===== src/rtl/vram_arbiter.sv =====
// rtl/vram_arbiter.sv - single-port VRAM arbiter: display > fill engine > host
module vram_arbiter #(
  parameter int ADDR_W   = 17,
  parameter int DATA_W   = 16,
  parameter int FB_WORDS = 120000
) (
  input  logic              clk,
  input  logic              rst,
  input  logic              a_req,
  input  logic [ADDR_W-1:0] a_addr,
  output logic              a_rvalid,
  output logic [DATA_W-1:0] a_rdata,
  input  logic              b_valid,
  input  logic              b_we,
  input  logic [ADDR_W-1:0] b_addr,
  input  logic [DATA_W-1:0] b_wdata,
  output logic              b_ready,
  output logic              b_rvalid,
  output logic [DATA_W-1:0] b_rdata,
  input  logic              fill_start,
  input  logic [DATA_W-1:0] fill_value,
  output logic              fill_busy,
  output logic              fill_done,
  output logic              ram_en,
  output logic              ram_we,
  output logic [ADDR_W-1:0] ram_addr,
  output logic [DATA_W-1:0] ram_wdata,
  input  logic [DATA_W-1:0] ram_rdata
);

  typedef enum logic [1:0] {IDLE, RUN, DONE} fill_state_t;
  typedef enum logic [1:0] {TAG_NONE, TAG_A, TAG_B} tag_t;

  localparam logic [ADDR_W-1:0] LAST_ADDR = ADDR_W'(FB_WORDS - 1);

  fill_state_t       state, state_nxt;
  logic [ADDR_W-1:0] fill_addr, fill_addr_nxt;
  logic [DATA_W-1:0] fill_word, fill_word_nxt;
  logic              fill_issue;
  logic              b_issue;
  tag_t              tag_s1, tag_s2;

  // Host is locked out for the whole fill, including the DONE cycle.
  assign b_ready   = !rst && !a_req && (state == IDLE);
  assign b_issue   = b_valid && b_ready;
  assign fill_busy = (state != IDLE);
  assign fill_done = (state == DONE);

  always_comb begin
    state_nxt     = state;
    fill_addr_nxt = fill_addr;
    fill_word_nxt = fill_word;
    fill_issue    = 1'b0;
    case (state)
      IDLE: begin
        if (fill_start) begin
          fill_word_nxt = fill_value;
          fill_addr_nxt = '0;
          state_nxt     = RUN;
        end
      end
      RUN: begin
        if (!a_req) begin
          fill_issue    = 1'b1;
          fill_addr_nxt = fill_addr + ADDR_W'(1);
          if (fill_addr == LAST_ADDR) state_nxt = DONE;
        end
      end
      DONE:    state_nxt = IDLE;
      default: state_nxt = IDLE;
    endcase
  end

  always_ff @(posedge clk or posedge rst) begin
    if (rst) begin
      state     <= IDLE;
      fill_addr <= '0;
      fill_word <= '0;
    end else begin
      state     <= state_nxt;
      fill_addr <= fill_addr_nxt;
      fill_word <= fill_word_nxt;
    end
  end

  always_ff @(posedge clk or posedge rst) begin
    if (rst) begin
      ram_en    <= 1'b0;
      ram_we    <= 1'b0;
      ram_addr  <= '0;
      ram_wdata <= '0;
      tag_s1    <= TAG_NONE;
      tag_s2    <= TAG_NONE;
    end else begin
      ram_en <= a_req || fill_issue || b_issue;
      ram_we <= fill_issue || (b_issue && b_we);
      if (a_req) begin
        ram_addr <= a_addr;
      end else if (fill_issue) begin
        ram_addr  <= fill_addr;
        ram_wdata <= fill_word;
      end else if (b_issue) begin
        ram_addr <= b_addr;
        if (b_we) ram_wdata <= b_wdata;
      end
      // Tag follows each read so the returning word goes to its requester.
      if (a_req)                tag_s1 <= TAG_A;
      else if (b_issue && !b_we) tag_s1 <= TAG_B;
      else                      tag_s1 <= TAG_NONE;
      tag_s2 <= tag_s1;
    end
  end

  assign a_rvalid = (tag_s2 == TAG_A);
  assign b_rvalid = (tag_s2 == TAG_B);
  assign a_rdata  = rst ? '0 : ram_rdata;
  assign b_rdata  = rst ? '0 : ram_rdata;

endmodule


===== config.mk =====
export PLATFORM = sky130hd
export DESIGN_NAME = vram_arbiter
export DESIGN_NICKNAME = d
export VERILOG_FILES = /design/src/rtl/vram_arbiter.sv
export SDC_FILE = /design/constraint.sdc
export NUM_CORES = 1
export LEC_CHECK = 0
export CAP_MARGIN = 20
export CORE_MARGIN = 2
export CORE_UTILIZATION = 40
export DETAILED_ROUTE_END_ITERATION = 16
export PLACE_DENSITY = 0.82
export SETUP_SLACK_MARGIN = 0.15
export SLEW_MARGIN = 5
export SYNTH_ARGS = -nofsm -noshare
export SYNTH_HDL_FRONTEND = slang
export SYNTH_SLANG_ARGS = --single-unit

===== constraint.sdc =====
create_clock -name clk -period 5.24 [get_ports clk]
set_input_delay 1.048 -clock clk [delete_from_list [all_inputs] [get_ports clk]]
set_output_delay 1.048 -clock clk [all_outputs]
set_load 0.03 [all_outputs]

; Word-level counts from Yosys, hierarchy flattened
; Cells that the tools add are included.
[op_classes]
add_sub_neg = 1
n_mul = 0
div_mod_pow = 0
order_cmp = 0
n_eq_ne = 8
shift = 0
muxes = 18
n_bitwise = 1
reduce_logical = 21
[op_table]
columns = cell, n
row1 = 17-bit 2-to-1 mux, 5
row2 = 16-bit 2-to-1 mux, 4
row3 = 17-bit case mux with 2 select lines, 1
row4 = "17-bit by 1-bit adder with 17-bit output, second input constant", 1
row5 = "17-bit == test, second input constant", 1
row6 = 2-bit 2-to-1 mux, 5
row7 = 3-bit AND reduction, 3
row8 = 2-bit nonzero test, 4
row9 = "2-bit != test, second input constant", 3
row10 = 1-bit logical AND, 5
row11 = "2-bit by 1-bit == test with 1-bit output, second input constant", 2
row12 = "2-bit == test, second input constant", 2
row13 = 2-bit case mux with 2 select lines, 1
row14 = 1-bit logical NOT, 3
row15 = 1-bit logical OR, 3
row16 = 3-bit nonzero test, 1
row17 = 2-bit logical NOT, 1
row18 = 1-bit 2-to-1 mux, 2
row19 = 2-bit AND reduction, 1
row20 = 1-bit NOT, 1
[word_totals]
register_bits = 74
latchBits = 0
ram_bits = 0
mem_bits_ro = 0
wordCells = 58
mem_count = 0

; Logic depth before layout (Yosys ltp)
[logic_depth]
word_depth = 7
ltp_mapped = 7
ltp_nobuf = 5

; Least setup slack after synthesis
; Ideal clock, no wire load.
[synth_timing]
path_kind = input port to output port
start = input a_req
end = output b_ready
t_arrival_ns = 2.225
required_ns = 4.192
path_slack_ns = 1.967
stages = 4
n_path_buf = 3
path_cell_list = buf_6 -> buf_2 -> clkbuf_1 -> nor3_1
[synth_via]
elab_chain_len = 3
[synth_rtl]
columns = element, line
row1 = from (decl), 9  ; input logic a_req,
row2 = 1-bit logical NOT, --
row3 = 1-bit logical AND (2 in a row), 44  ; assign b_ready = !rst && !a_req && (state == IDLE);
row4 = to (decl), 17  ; output logic b_ready,
; Every way passes these cells.

; Final worst setup path
[layout_timing]
start = input rst
end = output b_rdata[10]
[layout_via]
elab_chain_len = 1
[layout_rtl]
columns = element, line
row1 = from (decl), 8  ; input logic rst,
row2 = 16-bit 2-to-1 mux, 117  ; assign b_rdata = rst ? '0 : ram_rdata;
row3 = to (decl), 19  ; output logic [DATA_W-1:0] b_rdata,
; Every way passes these cells.

==> impl_results.md <==
- Status: completed
- Antenna Cells: 0
- First-pass GRT wire length: 15700 µm
- Maxcap violations: 0
- Pre-CTS WS: 1.30 ns
- CTS sink count: 74
- Setup TNS: 0 ns
- Pin count of the biggest net entering global routing: 75
- Crit Path Category: in2out
- Fraction of registers with async set/reset: 1.00
- Routability cong.: 0.830
- Slew HR: 0.369
- Yosys cell types: 46
- Fill cells: 867
- Critical path arrival: 2.93 ns
- Area post-placement: 5450 µm²
- NetSw: 0.000572 W
- Comb power frac: 0.298
- Yosys top cell by area: dfrtp_1
- Type of the worst min-delay path: reg2reg
- Detailed Route WL: 10000 µm
- Post-route core utilization: 0.589
- Sw Ratio: 0.327
- Compound-Gate Fraction of Synth Area: 0.0945
- Critical Path RT: 4.19 ns
- Cell Int Power: 0.00118 W
- Layout cell share with drive strength beyond 1: 0.0844
- Crit-path max FO: 20
- Number of flops mapped to enable cells by yosys: 0
- Peak supply drop: 0.188 mV
- Final Skew: 0.0106 ns
- Minimum clock period after layout: 3.98 ns
- Row count: 36
- Hold_buf cts: 0
- Simple logic cell fraction of the synthesized area: 0.204
- Synth top area share: 0.473
- Root buffer cell: clkbuf_8
- Bufs on Longest Clock Path: 2
- CP Capture Type: primary output
- Static leakage: 2.45 nW
- Clock slew seen by the registers of the worst setup and hold paths: 0.08 ns
- Die Wd: 103 µm
- Initial antenna violation count: 0
- Synth top area cells: dfrtp_1 47%, mux2i_1 9.7%, nand2_1 9.3%, mux2_2 4.9%, o21ai_0 4.7%
- Mux share of post-synthesis cell area: 0.146
- CTS tree: done
- Core Region: 9640 µm²
- Seq pwr share: 0.421
- Top_reg_cell synth: dfrtp_1
- Worst-margin pin slew: 0.946 ns
- Number of global-route vias before repair: 3386
- Drt wl/cell: 14.8 µm
- Syn_area_per_cell: 9.65 µm²
- Detailed placement HPWL: 7200 µm
- Clock power frac: 0.280
- DRT antenna net count: 0
- Total GRT Usage: 0.190
- Final net count: 629
- PortBufs: 159
- R2R Setup Slk: 3.20 ns
- Drt pass-1 iters: 4
- Initial core utilization: 0.407
- Clock Latency Late Sink: 0.35 ns
- Final Max Slew Viols: 0
- Post-CTS sizing: 0
- Post-route cell area: 5680 µm²
- PnR worst setup slack: 1.26 ns
- Vias per cell: 4.96
- Sequential fraction of the synthesis area: 0.473
- Congestion Overflow GR: 0
- Initial DRC count: 106
- Fin crit share: 0.760
- Net Count, Synth: 495
- Io pins: 160
- Via count: 3364
- Die area: 10600 µm²
- Die Ht: 103 µm
- CP Launch Type: input pin
- Achievable Freq: 0.251 GHz
- # Post-CTS Setup Buffers: 0
- Largest family of logic cells by synthesized area: simple AND/OR/NAND/NOR gates
- # DRC: 0
- Setup repair after global routing missed its margin: no
- Number of setup violations in the final report: 0
- PwrDens: 308 nW/µm²
- Final Hold Viols: 0
- Gate Count Post-Synth: 406
- Layout area overhead: 45.0%
- Post-Synth XOR/XNOR Area: 0.00670
- Ys Warns: 0
- Number of CTS-inserted buffers: 9
- Htree depth: 3
- Adder-cell share of the synthesized area: 0.00319
- Yosys reg bits: 74
- Mapped Area: 3920 µm²
- Fin Hold WS: 0.356 ns
placed cells by master, fill, tap and decap left out, types with 5 or more instances in the layout:
cell / synthesis / routed
clkdlybuf4s50_1: 0 / 159
nand2_1: 97 / 97
dfrtp_1: 74 / 74
mux2i_1: 38 / 38
o21ai_0: 37 / 37
nor2b_1: 19 / 19
mux2_2: 17 / 17
nor2_1: 10 / 10
clkbuf_8: 0 / 9
inv_1: 8 / 7
a21oi_1: 7 / 7
nand2b_1: 6 / 6
nand3_1: 6 / 6
nand4_1: 5 / 5
power groups by stage:
stage / clock network, W / registers, W / logic (W)
floorplan: 0 / 0.000817 / 0.000226
global placement: 0 / 0.000741 / 0.000511
detailed placement: 0 / 0.000747 / 0.000523
CTS: 0.000498 / 0.000736 / 0.000525
global route: 0.000529 / 0.000750 / 0.000564
finish: 0.000490 / 0.000736 / 0.000522
Yosys cell counts, types with 2 or more instances:
library cell   n
nand2_1       97
dfrtp_1       74
mux2i_1       38
o21ai_0       37
buf_4         21
nor2b_1       19
mux2_2        17
clkbuf_1      12
nor2_1        10
inv_1          8
a21oi_1        7
nand2b_1       6
nand3_1        6
nand4_1        5
and3_1         4
buf_2          4
o31ai_1        4
buf_6          3
and2_1         2
and4_1         2
nor3_1         2
nor4b_1        2
or4_1          2
xnor2_1        2
through the flow:
stage	power, W	std cells
final	0.00175	678
after global routing	0.00184	678
after CTS	0.00176	677
after detailed placement	0.00127	661
after global placement	0.00125	661
after floorplan	0.00104	406
flip-flops by register name, summed over array words and instances (netlist names):
register   count
tag_s1         2
state          2
ram_we         1
tag_s2         2
fill_word     16
ram_en         1
ram_wdata     16
fill_addr     17
ram_addr      17
final cells by class:
class | count | area, µm² | share of cell area
clock inverters | 7 | 93.8 | 0.0165
clock buffers | 9 | 124 | 0.0218
repair buffers | 163 | 1630 | 0.287
multi-input cells | 284 | 1790 | 0.314
flip-flops and latches | 74 | 1850 | 0.326
well taps | 133 | 166 | 0.0293
inverters | 8 | 30.0 | 0.00529
logic make-up (layout without fill, tap and decap cells):
| kind of cell | after synthesis | in the layout |
|---|---|---|
| adders and majority gates | 1 | 1 |
| and+or+nand+nor | 165 | 165 |
| xor gates and xnor gates | 3 | 3 |
| muxes | 55 | 55 |
| buffers and inverters | 48 | 187 |
| AOI/OAI and AO/OA | 60 | 60 |
| DFF | 74 | 74 |
routing by layer:
metal	wire length, µm	global-route usage
met2	5050	0.317
met1	4300	0.231
met3	583	0.0576
met5	0	0
met4	96	0.0729
worst max-delay path, stage by stage:
cell	delay, ns
clkdlybuf4s50_1	0.77
nor2b_1	0.38
clkdlybuf4s50_1	0.73
path summary, 6_finish.rpt:
path / from / to / cells past startpoint
max in group asynchronous: rst / state[1]$_DFFE_PP0P_ / 3
hold reg to reg: tag_s1[1]$_DFF_PP0_ / tag_s2[1]$_DFF_PP0_ / 0
setup reg to reg: state[0]$_DFFE_PP0P_ / ram_addr[7]$_DFFE_PP0P_ / 4
setup / recovery: rst / b_rdata[10] / 3
hold / removal: tag_s1[1]$_DFF_PP0_ / tag_s2[1]$_DFF_PP0_ / 0
min in group asynchronous: rst / fill_word[10]$_DFFE_PP0P_ / 3
Power figures use the tool's default switching activity.
